[config.mk]
export PLATFORM = sky130hd
export DESIGN_NAME = tone_sequencer
export DESIGN_NICKNAME = d
export VERILOG_FILES = /design/src/rtl/sound_pkg.sv /design/src/rtl/square_divider.sv /design/src/rtl/tone_sequencer.sv
export SDC_FILE = /design/constraint.sdc
export NUM_CORES = 1
export LEC_CHECK = 0
export ABC_AREA = 1
export BUFFER_PORTS_ARGS = -buffer_cell sky130_fd_sc_hd__buf_2
export CORE_MARGIN = 8
export CORE_UTILIZATION = 35
export DETAILED_ROUTE_END_ITERATION = 16
export PLACE_DENSITY = 0.51
export SYNTH_ARGS = -nofsm -noshare
export SYNTH_HDL_FRONTEND = slang
export SYNTH_SLANG_ARGS = --single-unit
[constraint.sdc]
create_clock -name clk -period 2.8 [get_ports clk]
set_clock_uncertainty 0.1 [all_clocks]
set_input_delay 0.56 -clock clk [delete_from_list [all_inputs] [get_ports clk]]
set_output_delay 0.56 -clock clk [all_outputs]
set_load 0.02 [all_outputs]
[src/rtl/sound_pkg.sv]
// Shared definitions for the tone sequencer: sound types, FSM states, note pitches, melody lengths.
// Latency: n/a (package only).
// Backpressure: n/a (package only).
package sound_pkg;

    // Sound type as produced by the upstream sound controller.
    typedef enum logic [1:0] {
        SND_RIGHT = 2'd0,
        SND_LEFT  = 2'd1,
        SND_SPEED = 2'd2,
        SND_NONE  = 2'd3
    } snd_t;

    typedef enum logic [1:0] {
        ST_IDLE = 2'd0,
        ST_PLAY = 2'd1,
        ST_GAP  = 2'd2,
        ST_DONE = 2'd3
    } seq_state_t;

    // Note frequencies in Hz.
    localparam int F_D4 = 294;
    localparam int F_G4 = 392;
    localparam int F_C5 = 523;
    localparam int F_E5 = 659;
    localparam int F_G5 = 784;
    localparam int F_A5 = 880;
    localparam int F_C6 = 1047;

    // Number of notes in each melody.
    localparam int MEL_LEN_RIGHT = 2;
    localparam int MEL_LEN_LEFT  = 2;
    localparam int MEL_LEN_SPEED = 4;
    localparam int MEL_LEN_NONE  = 0;

    // Square-wave half period in clock cycles, truncated, never below 1.
    function automatic int half_period(input int freq_hz, input int clk_hz);
        int h;
        h = clk_hz / (2 * freq_hz);
        if (h < 1) h = 1;
        return h;
    endfunction

    function automatic int max_int(input int a, input int b);
        return (a > b) ? a : b;
    endfunction

    function automatic logic [2:0] melody_len(input snd_t t);
        logic [2:0] len;
        case (t)
            SND_RIGHT: len = 3'(MEL_LEN_RIGHT);
            SND_LEFT:  len = 3'(MEL_LEN_LEFT);
            SND_SPEED: len = 3'(MEL_LEN_SPEED);
            default:   len = 3'(MEL_LEN_NONE);
        endcase
        return len;
    endfunction

endpackage

[src/rtl/square_divider.sv]
// Square-wave generator: toggles wave every `half` cycles while run is high.
// Latency: first toggle `half` cycles after run rises (counter starts from a clear state).
// Backpressure: none; clr or !run forces wave low and restarts the count.
//
// Ports: clk, rst (async active-low), clr (restart), run (enable counting),
//        half (half period in cycles, 0 treated as 1), wave (registered output).
module square_divider #(
    parameter int W = 8
) (
    input  logic         clk,
    input  logic         rst,
    input  logic         clr,
    input  logic         run,
    input  logic [W-1:0] half,
    output logic         wave
);

    logic [W-1:0] cnt_q;
    logic         wave_q;
    logic [W:0]   cnt_inc;

    // One extra bit so the compare cannot wrap at the top of the range.
    assign cnt_inc = {1'b0, cnt_q} + {{W{1'b0}}, 1'b1};

    always_ff @(posedge clk or negedge rst) begin
        if (!rst) begin
            cnt_q  <= '0;
            wave_q <= 1'b0;
        end else if (clr || !run) begin
            cnt_q  <= '0;
            wave_q <= 1'b0;
        end else if (cnt_inc >= {1'b0, half}) begin
            cnt_q  <= '0;
            wave_q <= ~wave_q;
        end else begin
            cnt_q  <= cnt_inc[W-1:0];
        end
    end

    assign wave = wave_q;

endmodule

[src/rtl/tone_sequencer.sv]
// Melody player: plays a fixed per-type note sequence as a square wave on audio.
// Latency: playback starts the cycle after enable is seen in IDLE; all outputs registered.
// Backpressure: none; enable low aborts to IDLE, DONE waits for enable low before re-arming.
//
// Ports: clk, rst (async active-low), enable (play request level), sound_type (0..3),
//        audio (square wave), busy (PLAY/GAP), done (1-cycle pulse at end of a one-shot melody).
module tone_sequencer
    import sound_pkg::*;
#(
    parameter int CLK_HZ   = 50_000_000,
    parameter int NOTE_LEN = 6_250_000,
    parameter int GAP_LEN  = 625_000
) (
    input  logic       clk,
    input  logic       rst,
    input  logic       enable,
    input  logic [1:0] sound_type,
    output logic       audio,
    output logic       busy,
    output logic       done
);

    // Pitch table resolved at elaboration.
    localparam int H_A5 = half_period(F_A5, CLK_HZ);
    localparam int H_E5 = half_period(F_E5, CLK_HZ);
    localparam int H_G4 = half_period(F_G4, CLK_HZ);
    localparam int H_D4 = half_period(F_D4, CLK_HZ);
    localparam int H_C5 = half_period(F_C5, CLK_HZ);
    localparam int H_G5 = half_period(F_G5, CLK_HZ);
    localparam int H_C6 = half_period(F_C6, CLK_HZ);

    localparam int H_MAX = max_int(max_int(max_int(H_A5, H_E5), max_int(H_G4, H_D4)),
                                   max_int(max_int(H_C5, H_G5), H_C6));
    localparam int CNT_MAX = max_int(max_int(NOTE_LEN, GAP_LEN), H_MAX);
    localparam int CNT_W   = $clog2(CNT_MAX + 1);

    localparam logic [CNT_W-1:0] NOTE_LAST = CNT_W'(NOTE_LEN - 1);
    localparam logic [CNT_W-1:0] GAP_LAST  = CNT_W'(GAP_LEN - 1);

    seq_state_t       state_q, state_d;
    snd_t             type_q, type_d;
    logic [1:0]       idx_q, idx_d;
    logic [CNT_W-1:0] tmr_q, tmr_d;
    logic             busy_q, busy_d;
    logic             done_q, done_d;

    logic [CNT_W-1:0] half_sel;
    logic             last_note;
    logic             div_run;
    logic             div_clr;

    // Melody ROM: half period of the current note.
    always_comb begin
        half_sel = CNT_W'(1);
        case (type_q)
            SND_RIGHT: half_sel = (idx_q == 2'd0) ? CNT_W'(H_A5) : CNT_W'(H_E5);
            SND_LEFT:  half_sel = (idx_q == 2'd0) ? CNT_W'(H_G4) : CNT_W'(H_D4);
            SND_SPEED: begin
                case (idx_q)
                    2'd0:    half_sel = CNT_W'(H_C5);
                    2'd1:    half_sel = CNT_W'(H_E5);
                    2'd2:    half_sel = CNT_W'(H_G5);
                    default: half_sel = CNT_W'(H_C6);
                endcase
            end
            default:   half_sel = CNT_W'(1);
        endcase
    end

    assign last_note = ({1'b0, idx_q} + 3'd1) >= melody_len(type_q);

    always_comb begin
        state_d = state_q;
        type_d  = type_q;
        idx_d   = idx_q;
        tmr_d   = tmr_q;
        done_d  = 1'b0;

        case (state_q)
            ST_IDLE: begin
                tmr_d = '0;
                idx_d = 2'd0;
                if (enable) begin
                    type_d  = snd_t'(sound_type);
                    // The silent type finishes immediately without a done pulse.
                    state_d = (snd_t'(sound_type) == SND_NONE) ? ST_DONE : ST_PLAY;
                end
            end
            ST_PLAY: begin
                if (!enable) begin
                    state_d = ST_IDLE;
                    tmr_d   = '0;
                    idx_d   = 2'd0;
                end else if (tmr_q == NOTE_LAST) begin
                    state_d = ST_GAP;
                    tmr_d   = '0;
                end else begin
                    tmr_d = tmr_q + 1'b1;
                end
            end
            ST_GAP: begin
                if (!enable) begin
                    state_d = ST_IDLE;
                    tmr_d   = '0;
                    idx_d   = 2'd0;
                end else if (tmr_q == GAP_LAST) begin
                    tmr_d = '0;
                    if (!last_note) begin
                        idx_d   = idx_q + 2'd1;
                        state_d = ST_PLAY;
                    end else if (type_q == SND_SPEED) begin
                        idx_d   = 2'd0;
                        state_d = ST_PLAY;
                    end else begin
                        idx_d   = 2'd0;
                        state_d = ST_DONE;
                        done_d  = 1'b1;
                    end
                end else begin
                    tmr_d = tmr_q + 1'b1;
                end
            end
            ST_DONE: begin
                tmr_d = '0;
                idx_d = 2'd0;
                // Re-arm only once the controller drops enable.
                if (!enable) state_d = ST_IDLE;
            end
            default: state_d = ST_IDLE;
        endcase
    end

    assign busy_d = (state_d == ST_PLAY) || (state_d == ST_GAP);

    always_ff @(posedge clk or negedge rst) begin
        if (!rst) begin
            state_q <= ST_IDLE;
            type_q  <= SND_RIGHT;
            idx_q   <= 2'd0;
            tmr_q   <= '0;
            busy_q  <= 1'b0;
            done_q  <= 1'b0;
        end else begin
            state_q <= state_d;
            type_q  <= type_d;
            idx_q   <= idx_d;
            tmr_q   <= tmr_d;
            busy_q  <= busy_d;
            done_q  <= done_d;
        end
    end

    // The divider only runs for cycles that stay in PLAY, so the wave is already
    // low on the first GAP cycle and every note restarts from a cleared count.
    assign div_run = (state_d == ST_PLAY);
    assign div_clr = (state_q != ST_PLAY);

    square_divider #(
        .W (CNT_W)
    ) u_div (
        .clk  (clk),
        .rst  (rst),
        .clr  (div_clr),
        .run  (div_run),
        .half (half_sel),
        .wave (audio)
    );

    assign busy = busy_q;
    assign done = done_q;

endmodule

==> flow_summary.ini <==
[synth]
synth_warnings = 0
async_flop_share_pct = 100
synth_cells = 522
synth_cell_types = 37
yosys-top-cells-count = 119 x nand2_1, 87 x inv_1, 80 x nor2_1, 55 x dfrtp_1, 29 x ha_1
yosysSeqAreaShare_pct = 35.6
avgSynthCellArea_um2 = 7.40
ys_top_cells_by_area = dfrtp_1 36%, nand2_1 12%, ha_1 9.4%
ys_seq_elements = 55
syn-cell-area_um2 = 3860
synth_top_cell_area_share_pct = 35.6
synth_area_leader_cell = dfrtp_1
synth_edf_count = 0
synth_most_common_cell = nand2_1
synth-main-ff-cell = dfrtp_1

[floorplan]
die_y_um = 121
start_util_pct = 35.8
fp.dieW_um = 121
io_pins = 8
rows = 38
core_um2 = 10800
dieArea_um2 = 14600

[grt]
track_usage_pct = 12.7
grt_pass1_vias = 3201
grt_overflow = 0
grt_max_degree = 32
grt_pass1_wl_mm = 15.0
antenna_found_initial = 0

[worst_setup_path]
rr_endpoint = u_div.cnt_q[13]
critPathCaptureType = flip-flop
crit_fanout = 8
worstSetupStartpointType = flip-flop
path_buf_inv = 3
worstPathRequired_ps = 2950
crit_path_cell_trace = inv_1 -> ha_4 -> inv_2 -> ha_4 -> o21bai_1 -> a31oi_4 -> nor3_2 -> nor3_4 -> ha_2 -> nand2_2 -> nor2_2 -> nand3_1 -> nor2_1 -> nand2_2 -> nor2_4 -> nand2_4 -> clkbuf_16 -> nor2_4
cp_slowest_stage_delay_ps = 420
worstPathArrival_ps = 2940
reg2reg_from = idx_q[1]
critPathTopFamily = simple AND/OR/NAND/NOR gates
rr_worst_depth = 18
worst-r2r-setup-slack_ps = 10
critPathSlowestCell = dfrtp_1
criticalPathCategory = flip-flop to flip-flop

[clocking]
cts_buffers = 5
cts_buffer_depth = 2
cts.clk_slew.worst_paths_ps = 90
cts_tree = yes
worstSkewPairLatency_ps = 310
htreeDepth = 2
cts_num_sinks = 55
root_buffer = clkbuf_8

[finish]
diodes = 0
utilization_pct = 44.2
drive_gt1_share_pct = 22.4
fin_nets = 626
synthToLayoutAreaGrowth_pct = 23.5
layout.cells.non_filler = 733

[run]
max_cap_viol_count = 0

[sta]
slew_violations = 0
fin_crit_ps = 2790
finalHoldViolCount = 0
grt_setup_unrepaired = yes
max_freq_ghz = 0.359
setup-tns-final_ps = 0
finalSetupViolations = 0
finalCritPeriodShare_pct = 99.6

[power_and_ir_drop]
power.density_nw_per_um2 = 504
vdd.ir_drop.worst_mv = 0.336
power_leakage_nw = 2.30

[place]
io_buffer_count = 7
gp_congestion = 0.821
dp.cells = 715
dpl.hpwl_mm = 7.19

[detailed_routing]
dr.first_iter.drc_count = 129
vias = 3401
avgViaCountPerCell = 4.64
drc_errors = 0
wl_mm = 9.11
drtAntennaViolNets = 0
wire_per_inst_um = 12.4
drt_pre_antenna_iters = 4

[hold_path]
hold_path.startpoint = sound_type[0]
hold_depth = 3
whs_endpoint = type_q[0]
hold_path_class = input port to flip-flop

[run_status]
status = finished clean
## timing repair
item | 4_1_cts | 5_1_grt
cloned | 0 | 1
gates resized for setup | 1 | 36
endpoints found under the setup margin | 17 | 18
endpoints found under the hold margin | 2 | 0
hold buffers | 1 | 0
setup buffers | 0 | 8
pin swaps | 1 | 19
## logic make-up after synthesis
group | share of synthesized area, %
and+or+nand+nor | 35.8
buffers and inverters | 9.30
DFF | 35.6
AOI/OAI and AO/OA | 5.48
adders and majority gates | 9.40
xor gates and xnor gates | 4.31
other | 0.0971
## worst max-delay path by stage
stage | from | endpoint | slack [ps] | cells after the start
3_3_place_gp | idx_q[0] | u_div.cnt_q[1] | 20 | 17
2_1_floorplan | type_q[1] | u_div.cnt_q[11] | 20 | 19
4_1_cts | u_div.cnt_q[0] | u_div.cnt_q[2] | 20 | 18
3_5_place_dp | idx_q[0] | u_div.cnt_q[2] | -50 | 17
5_1_grt | idx_q[1] | u_div.cnt_q[13] | -220 | 22
6_report | idx_q[1] | u_div.cnt_q[13] | 10 | 18
## final cells by class
type,instances,area (um^2)
sequential,55,1380
clock buffer,8,100
timing repair buffer,61,473
inverter,88,330
tap,140,175
multi-input combinational,381,2310
fill,1098,6030
## worst min-delay path, cell delays in order
cell and delay [ps]:
buf_2 70, nand2_1 60, o21ai_0 70
## sequential cells by signal, indices dropped and copies added (netlist names)
name         cells
tmr_q           23
u_div.cnt_q     23
idx_q            2
state_q          2
type_q           2
busy             1
done             1
u_div.wave       1
## stage by stage
step           setup WS (ps)  hold WS [ps]  instance area [um^2]  power [mW]
6_report                11.9           385                  4770        2.40
5_1_grt                 -219           384                  4770        2.60
4_1_cts                 22.3           371                  4530        2.31
3_5_place_dp           -46.6           264                  4410        1.81
3_3_place_gp            15.1           265                  4410        1.79
2_1_floorplan           22.3           164                  3890        1.46
## cells in the final DEF (no fill, tap or decap), types with 11 or more instances in the layout
cell type  count
a21oi_1       18
buf_4         51
dfrtp_1       55
ha_1          23
inv_1         82
nand2_1      117
nand3_1       20
nand4_1       11
nor2_1        69
nor2_2        13
nor2_4        17
o21ai_0       12
xor2_1        11
## metal layers
layer,GRT usage (%),wire length [um]
met5,0,0
met4,2.58,65
met3,2.61,397
met2,19.7,4050
met1,17.7,4600
## where the power goes
group | internal (mW) | switching (mW) | total (mW)
clock network | 0.227 | 0.261 | 0.488
registers | 0.847 | 0.0448 | 0.892
logic | 0.428 | 0.596 | 1.02
Power figures use the tool's default switching activity.
